<file path="config.mk">
export PLATFORM = sky130hd
export DESIGN_NAME = hazard_ctrl
export DESIGN_NICKNAME = d
export VERILOG_FILES = /design/src/rtl/hazard_ctrl_pkg.sv /design/src/rtl/hazard_ctrl_mdu_seq.sv /design/src/rtl/hazard_ctrl.sv
export SDC_FILE = /design/constraint.sdc
export NUM_CORES = 1
export LEC_CHECK = 0
export BUFFER_PORTS_ARGS = -buffer_cell sky130_fd_sc_hd__buf_2
export CAP_MARGIN = 25
export CORE_AREA = 2 2 39 41
export CTS_CLUSTER_SIZE = 24
export DETAILED_ROUTE_END_ITERATION = 10
export DIE_AREA = 0 0 41 43
export GPL_TIMING_DRIVEN = 0
export HOLD_SLACK_MARGIN = 0.1
export PLACE_DENSITY = 0.79
export SYNTH_ARGS = -nofsm -noshare
export SYNTH_HDL_FRONTEND = slang
export SYNTH_SLANG_ARGS = --single-unit
</file>
<file path="constraint.sdc">
create_clock -name clk_i -period 2.15 [get_ports clk_i]
set_input_delay 0.3225 -clock clk_i [delete_from_list [all_inputs] [get_ports clk_i]]
set_output_delay 0.3225 -clock clk_i [all_outputs]
set_load 0.005 [all_outputs]
</file>
<file path="src/rtl/hazard_ctrl_pkg.sv">
// hazard_ctrl_pkg: shared register width, MDU sequencer states and NOP encoding
package hazard_ctrl_pkg;
    localparam int REG_BITS = 5;
    typedef enum logic {RUN, BUSY} hazard_state_e;
    localparam logic [31:0] NOP_INSTR = 32'h0000_0013;
endpackage

</file>
<file path="src/rtl/hazard_ctrl_mdu_seq.sv">
// hazard_ctrl_mdu_seq: fixed-latency MUL/DIV freeze sequencer (RUN/BUSY + countdown)
module hazard_ctrl_mdu_seq
    import hazard_ctrl_pkg::*;
#(
    parameter int MDU_LAT = 4,
    parameter int CNT_W   = 4
) (
    input  logic clk_i,
    input  logic rstn_i,
    input  logic mdu_op_i,
    input  logic mem_frz_i,
    output logic mdu_frz_o,
    output logic mdu_start_o,
    output logic mdu_busy_o
);
    hazard_state_e state;
    logic [CNT_W-1:0] cnt;
    logic done;

    assign done        = state == BUSY && cnt == '0 && !mem_frz_i;
    assign mdu_start_o = state == RUN && mdu_op_i && !mem_frz_i;
    assign mdu_busy_o  = state == BUSY;
    assign mdu_frz_o   = (state == RUN && mdu_op_i) || (state == BUSY && !done);

    // start countdown on an unstalled MDU op; release once it hits zero with memory ready
    always_ff @(posedge clk_i or negedge rstn_i) begin
        if (!rstn_i) begin
            state <= RUN;
            cnt   <= '0;
        end else if (mdu_start_o) begin
            state <= BUSY;
            cnt   <= CNT_W'(MDU_LAT - 1);
        end else if (state == BUSY) begin
            if (cnt != '0)
                cnt <= cnt - 1'b1;
            else if (!mem_frz_i)
                state <= RUN;
        end
    end
endmodule

</file>
<file path="src/rtl/hazard_ctrl.sv">
// hazard_ctrl: 5-stage pipeline enable/flush controller (load-use, branch, memory and MDU freezes)
// Optional HAZARD_PERF_EN adds saturating stall counters and their ports.
module hazard_ctrl
    import hazard_ctrl_pkg::*;
#(
    parameter int MDU_LAT = 4,
    parameter int CNT_W   = 4
) (
    input  logic                clk_i,
    input  logic                rstn_i,
    input  logic [REG_BITS-1:0] id_rs1_addr_i,
    input  logic [REG_BITS-1:0] id_rs2_addr_i,
    input  logic                id_rs1_use_i,
    input  logic                id_rs2_use_i,
    input  logic                exe_mem_rd_i,
    input  logic [REG_BITS-1:0] exe_rd_addr_i,
    input  logic                exe_br_taken_i,
    input  logic                exe_mdu_op_i,
    input  logic                im_stall_i,
    input  logic                dm_stall_i,
    output logic                pc_en_o,
    output logic                if_id_en_o,
    output logic                id_exe_en_o,
    output logic                exe_mem_en_o,
    output logic                mem_wb_en_o,
    output logic                if_id_flush_o,
    output logic                id_exe_flush_o,
    output logic                mdu_start_o,
    output logic                mdu_busy_o
`ifdef HAZARD_PERF_EN
    ,
    output logic [31:0]         perf_mem_o,
    output logic [31:0]         perf_mdu_o,
    output logic [31:0]         perf_lu_o
`endif
);
    logic mem_frz, mdu_frz, frz, lu;

    assign mem_frz = im_stall_i | dm_stall_i;
    assign frz     = mem_frz | mdu_frz;
    assign lu      = exe_mem_rd_i && exe_rd_addr_i != '0 &&
                     ((id_rs1_use_i && id_rs1_addr_i == exe_rd_addr_i) ||
                      (id_rs2_use_i && id_rs2_addr_i == exe_rd_addr_i));

    hazard_ctrl_mdu_seq #(.MDU_LAT(MDU_LAT), .CNT_W(CNT_W)) u_mdu_seq (
        .clk_i      (clk_i),
        .rstn_i     (rstn_i),
        .mdu_op_i   (exe_mdu_op_i),
        .mem_frz_i  (mem_frz),
        .mdu_frz_o  (mdu_frz),
        .mdu_start_o(mdu_start_o),
        .mdu_busy_o (mdu_busy_o)
    );

    // freeze beats branch, branch beats load-use (ID instruction is wrong-path)
    always_comb begin
        pc_en_o        = !frz && (exe_br_taken_i || !lu);
        if_id_en_o     = pc_en_o;
        id_exe_en_o    = !frz;
        exe_mem_en_o   = !frz;
        mem_wb_en_o    = !frz;
        if_id_flush_o  = !frz && exe_br_taken_i;
        id_exe_flush_o = !frz && (exe_br_taken_i || lu);
    end

`ifdef HAZARD_PERF_EN
    logic lu_ins;
    assign lu_ins = !frz && !exe_br_taken_i && lu;

    // saturating counters of memory freezes, MDU-only freezes and inserted bubbles
    always_ff @(posedge clk_i or negedge rstn_i) begin
        if (!rstn_i) begin
            perf_mem_o <= '0;
            perf_mdu_o <= '0;
            perf_lu_o  <= '0;
        end else begin
            if (mem_frz && perf_mem_o != '1)
                perf_mem_o <= perf_mem_o + 1'b1;
            if (mdu_frz && !mem_frz && perf_mdu_o != '1)
                perf_mdu_o <= perf_mdu_o + 1'b1;
            if (lu_ins && perf_lu_o != '1)
                perf_lu_o <= perf_lu_o + 1'b1;
        end
    end
`endif
endmodule

</file>
## Word-level counts from Yosys, hierarchy flattened

Cells that the tools add are included.
W data, S select, Z words.

- Register bits: 5
- Bits of input ports: 24
- Output and inout bits: 9
- Logic and storage cells: 41

- $add $sub $neg: 1
- Equality and inequality tests: 2
- Muxes and demuxes: 7
- Bitwise operators: 3
- Reductions and logical operators: 26

Operator list:

| operator | number |
|---|---|
| $logic_and A1 B1 Y1 | 12 |
| $mux W4 | 3 |
| $eq A5 B5 Y1 | 2 |
| $reduce_bool A5 Y1 | 1 |
| $logic_not A1 Y1 | 4 |
| $logic_not A4 Y1 | 1 |
| $logic_or A1 B1 Y1 | 4 |
| $mux W1 | 4 |
| $reduce_bool A2 Y1 | 2 |
| $reduce_bool A4 Y1 | 1 |
| $sub A4 B1 Y4 const B | 1 |
| $or A1 B1 Y1 | 2 |
| $reduce_and A2 Y1 | 1 |
| $not A1 Y1 | 1 |

## Longest topological paths before layout

- Depth after elaboration: 9
- Mapped depth: 6
- Gate-level depth less buffers: 6

## By module

From an unflattened synthesis, not the netlist that was laid out.

- Cell total of the unflattened synthesis: 52
- Area, all modules: 481.7 sq um

Modules (own cells, without submodules):

| module | instances | cells an instance | area each (sq um) | sequential area each (sq um) |
|---|---|---|---|---|
| hazard_ctrl_mdu_seq | 1 | 27 | 282.8 | 125.1 |
| hazard_ctrl | 1 | 25 | 198.9 | 0.0 |

## Worst setup path before layout

Ideal clock, no wire load.

- Path kind: register to output
- From: register u_mdu_seq.cnt[0]
- To: output pc_en_o
- Arrival time: 1.808 ns
- Data required time: 1.827 ns
- Slack: 0.020 ns
- Cell stages (with the launch flop): 7
- Buffers on the path: 1
- Cell sequence: dfrtp_1 inv_1 ha_1 or3b_4 a2111oi_4 o31a_1 buf_4

- Cells in the longest elaborated chain, start to end: 9

Ends and longest elaborated chain:

| what | RTL line | source |
|---|---|---|
| from (decl) | hazard_ctrl_mdu_seq.sv:17 | `logic [CNT_W-1:0] cnt;` |
| from (signal assigned) | hazard_ctrl_mdu_seq.sv:32 | `cnt <= CNT_W'(MDU_LAT - 1);` |
| from (signal assigned) | hazard_ctrl_mdu_seq.sv:35 | `cnt <= cnt - 1'b1;` |
| $logic_not A4 Y1 | hazard_ctrl_mdu_seq.sv:20 | `assign done = state == BUSY && cnt == '0 && !mem_frz_i;` |
| $logic_and A1 B1 Y1 (2 in a row) | hazard_ctrl_mdu_seq.sv:20 |  |
| $logic_not A1 Y1 | hazard_ctrl_mdu_seq.sv:23 | `assign mdu_frz_o = (state == RUN && mdu_op_i) \|\| (state == BUSY && !done);` |
| $logic_and A1 B1 Y1 | hazard_ctrl_mdu_seq.sv:23 |  |
| $logic_or A1 B1 Y1 | hazard_ctrl_mdu_seq.sv:23 |  |
| $or A1 B1 Y1 | hazard_ctrl.sv:40 | `assign frz = mem_frz \| mdu_frz;` |
| $logic_not A1 Y1 | - |  |
| named net exe_mem_en_o | hazard_ctrl.sv:24 | `output logic exe_mem_en_o,` |
| $logic_and A1 B1 Y1 | hazard_ctrl.sv:57 | `pc_en_o = !frz && (exe_br_taken_i \|\| !lu);` |
| to (decl) | hazard_ctrl.sv:21 | `output logic pc_en_o,` |

The timed path passes the listed nets, and every way through them passes these cells.

## Worst setup path after layout

- From: register u_mdu_seq.cnt[0]
- To: output id_exe_flush_o

- Cells in the longest elaborated chain, start to end: 9

Ends and longest elaborated chain:

| what | RTL line | source |
|---|---|---|
| $logic_not A4 Y1 | hazard_ctrl_mdu_seq.sv:20 |  |
| $logic_and A1 B1 Y1 (2 in a row) | hazard_ctrl_mdu_seq.sv:20 |  |
| $logic_not A1 Y1 | hazard_ctrl_mdu_seq.sv:23 |  |
| $logic_and A1 B1 Y1 | hazard_ctrl_mdu_seq.sv:23 |  |
| $logic_or A1 B1 Y1 | hazard_ctrl_mdu_seq.sv:23 |  |
| $or A1 B1 Y1 | hazard_ctrl.sv:40 |  |
| $logic_not A1 Y1 | hazard_ctrl.sv:63 | `id_exe_flush_o = !frz && (exe_br_taken_i \|\| lu);` |
| $logic_and A1 B1 Y1 | hazard_ctrl.sv:63 |  |
| to (decl) | hazard_ctrl.sv:27 | `output logic id_exe_flush_o,` |

No other way between the ends.

==> impl_metrics.csv <==
group,metric,value,unit
floorplan,dieHeight,43,µm
floorplan,floorplan.initialDensity,34.3,%
sta,clock-skew-final,0.00117,ns
sta,fin_crit_sh,108,%
clock_tree,clk_pin_slew,0.04,ns
placed_design,placement.setup.worst_slack,-0.101,ns
flow_run,max_cap_check_violation_count,0,
sta,setup_viol,7,
worst_hold_path,hp-class,"primary input to asynchronous set/reset pin",
sta,unrepaired_setup_endpoints_after_global_routing,"true",
final_layout,area.sequential,125,µm²
clock_tree,worst_skew_pair.late_latency,0.25,ns
routing,route.detailed.drc,0,
power,cellLeakagePower,0.386,nW
global_routing,grt_pass1_vias,464,
floorplan,die-width,41,µm
sta,timing.fmax,432,MHz
power,design_power_total,0.614,mW
status,violated_checks,"setup timing",
final_layout,layout_commonest_cell,"buf_2",
setup_path,worstPathArrival,1.99,ns
placed_design,io_buffer_count,32,
routing,drt_first_iter_violations,1,
synthesis,synth_top_cell_area_share,26.4,%
synthesis,synth_xor_xnor_area_share,24.0,%
synthesis,synth_async_sr_flop_share,100,%
routing,avgViaCountPerCell,4.67,
power,pwr_density_cell,821,mW/mm²
synthesis,mappedNetlistNets,78,
sta,fin_hold_ws,0.415,ns
global_routing,initial_antenna_violation_count,0,
placed_design,numPlacedInstances,100,
synthesis,synthTopCellsByArea,"dfrtp_1 26%, xor2_1 18%, a2111oi_4 5.8%",
global_routing,grt_start_max_net_pins,8,
synthesis,synth_seq_cells,5,
floorplan,io_pins,33,
synthesis,mux_contribution_to_synthesized_area,0,%
floorplan,fp.coreArea,0.00138,mm²
floorplan,fp.dieArea,0.00176,mm²
sta,number_of_failing_hold_endpoints_at_the_final_stage,0,
clock_tree,numCtsBuffers,3,
synthesis,synth_cells,52,
power,vdd_ir_drop_max,209,µV
final_layout,final_layout_size_suffix_gt1_share,51.6,%
synthesis,synth_fa_ha_area_share,5.28,%
placed_design,post-dp-hpwl,902,µm
global_routing,grt.overflow.total,0,
clock_tree,tritoncts_num_sinks,5,
setup_path,crit_required,1.83,ns
setup_path,critPathMaxFanout,4,
final_layout,final_cell_count_no_fill,111,
placed_design,routabilityCongestion,0.641,
synthesis,synth_seq_area_share,26.4,%
synthesis,post_synth_top_area_cell,"dfrtp_1",
synthesis,synth_top_family_by_area,"XOR/XNOR gates",
clock_tree,htree_num_levels,1,
clock_tree,cts_tree,"yes",
floorplan,core.rowCount,14,
global_routing,grt_pass1_wl,1720,µm
synthesis,synth.cell_area,474,µm²
sta,slew_headroom,77.8,%
setup_path,critical_path_class,"register to output pin",
sta,setup_tns,-0.698,ns
synthesis,synth.distinct_cells,22,
global_routing,global_route.usage.total,14.3,%
final_layout,multiInputGateArea,315,µm²
routing,finalWirelength,1140,µm
final_layout,diodes,0,
final_layout,nNetsFinal,122,
clock_tree,max-clock-path-buffers,2,
final_layout,final_core_util,54.1,%
sta,worst-slew-pin-transition,0.332,ns
final_layout,mostFrequentLayoutCells,"30 x buf_2, 10 x xor2_1, 9 x buf_4",
sta,finalWorstPathRequiredPeriod,2.32,ns
sta,final_critical_path_setup_slack,-0.167,ns
synthesis,synth_area_per_cell,9.12,µm²
setup_path,startpoint_type,"register",
final_layout,num-fill-cells,133,
synthesis,yosys_most_used_dff,"dfrtp_1",
synthesis,synth_edf_count,0,
synthesis,synth-simple-area-share,20.8,%
setup_path,setup.worst_path.end_class,"output pin",
status,run_status,"finished, violations left",
routing,firstDrtPassIters,2,
final_layout,final_cell_area,748,µm²
sta,final-max-slew-violation-count,0,
final_layout,areaGrowthSynthToFinish,57.8,%
routing,detailroute.via_count,518,
placed_design,placement.cell_area,654,µm²
routing,routed_wl_per_cell,10.3,µm
synthesis,synth-warning-count,0,
routing,detail-route-antenna-nets,0,
synthesis,synth_compound_gate_area_share,16.4,%
clock_tree,clock-root-buffer,"clkbuf_4",
## registers in the layout (all words and copies together) (netlist names)
signal                flops
u_mdu_seq.cnt             4
u_mdu_seq.mdu_busy_o      1
## worst max-delay path: stages, from the launching register on
cell and delay, ns:
dfrtp_1 0.38, inv_2 0.06, ha_1 0.12, or3b_4 0.39, a2111oi_4 0.37, and2_4 0.21, o21bai_1 0.09, buf_2 0.12
## repair_timing
action	in CTS	in global routing
pin swaps	2	0
hold buffers	1	0
resized for setup	3	1
endpoints found under the setup margin	7	7
buffers inserted	5	1
endpoints found under the hold margin	5	0
## Yosys cell counts, drive strengths merged, types with 2 or more instances
master and n:
inv 3, o211ai 2, dfrtp 5, ha 2
nand3 3, nor4 2, nand2 4, nor2 3
xor2 10, o21ai 2, and2 2, buf 3
xnor2 3
## cell type report
| class | count | share of cell area (%) |
|---|---|---|
| tap | 16 | 2.68 |
| buffer | 3 | 3.01 |
| timing repair buffer | 39 | 30.4 |
| multi-input combinational | 41 | 42.1 |
| sequential | 5 | 16.7 |
| inverter | 3 | 1.51 |
| clock buffer | 4 | 3.51 |
## final timing paths
check | startpoint | to | slack [ns] | cells after the start
min in group clk_i | im_stall_i | u_mdu_seq.mdu_busy_o | 0.45 | 3
max | u_mdu_seq.cnt[0] | id_exe_flush_o | -0.17 | 7
min reg2reg | u_mdu_seq.cnt[3] | u_mdu_seq.cnt[3] | 0.57 | 2
max in group asynchronous | rstn_i | u_mdu_seq.cnt[0] | 1.60 | 2
max reg2reg | u_mdu_seq.cnt[0] | u_mdu_seq.cnt[0] | 0.57 | 7
min | rstn_i | u_mdu_seq.mdu_busy_o | 0.41 | 2
## kinds of logic (layout without fill, tap and decap cells)
family | Yosys count | in the layout
compound gates | 8 | 8
xor+xnor | 13 | 13
fa+ha+maj | 2 | 2
buf+inv | 6 | 49
flops | 5 | 5
simple gates | 18 | 18
## where the power goes
| part | total (mW) | switching, mW | internal (mW) |
|---|---|---|---|
| Clock | 0.113 | 0.0422 | 0.0704 |
| Sequential | 0.176 | 0.0356 | 0.140 |
| Combinational | 0.326 | 0.140 | 0.186 |
| Total | 0.614 | 0.218 | 0.397 |
## layer usage
| metal | GRT usage (%) | share of wire [%] | up-vias |
|---|---|---|---|
| li1 | - | - | 263 |
| met1 | 12.8 | 32 | 227 |
| met2 | 27.5 | 58 | 25 |
| met3 | 1.57 | 7.7 | 3 |
| met4 | 8.00 | 2.5 | 0 |
| met5 | 0 | 0 | - |
Note: power is estimated with default switching activity, not from simulation.
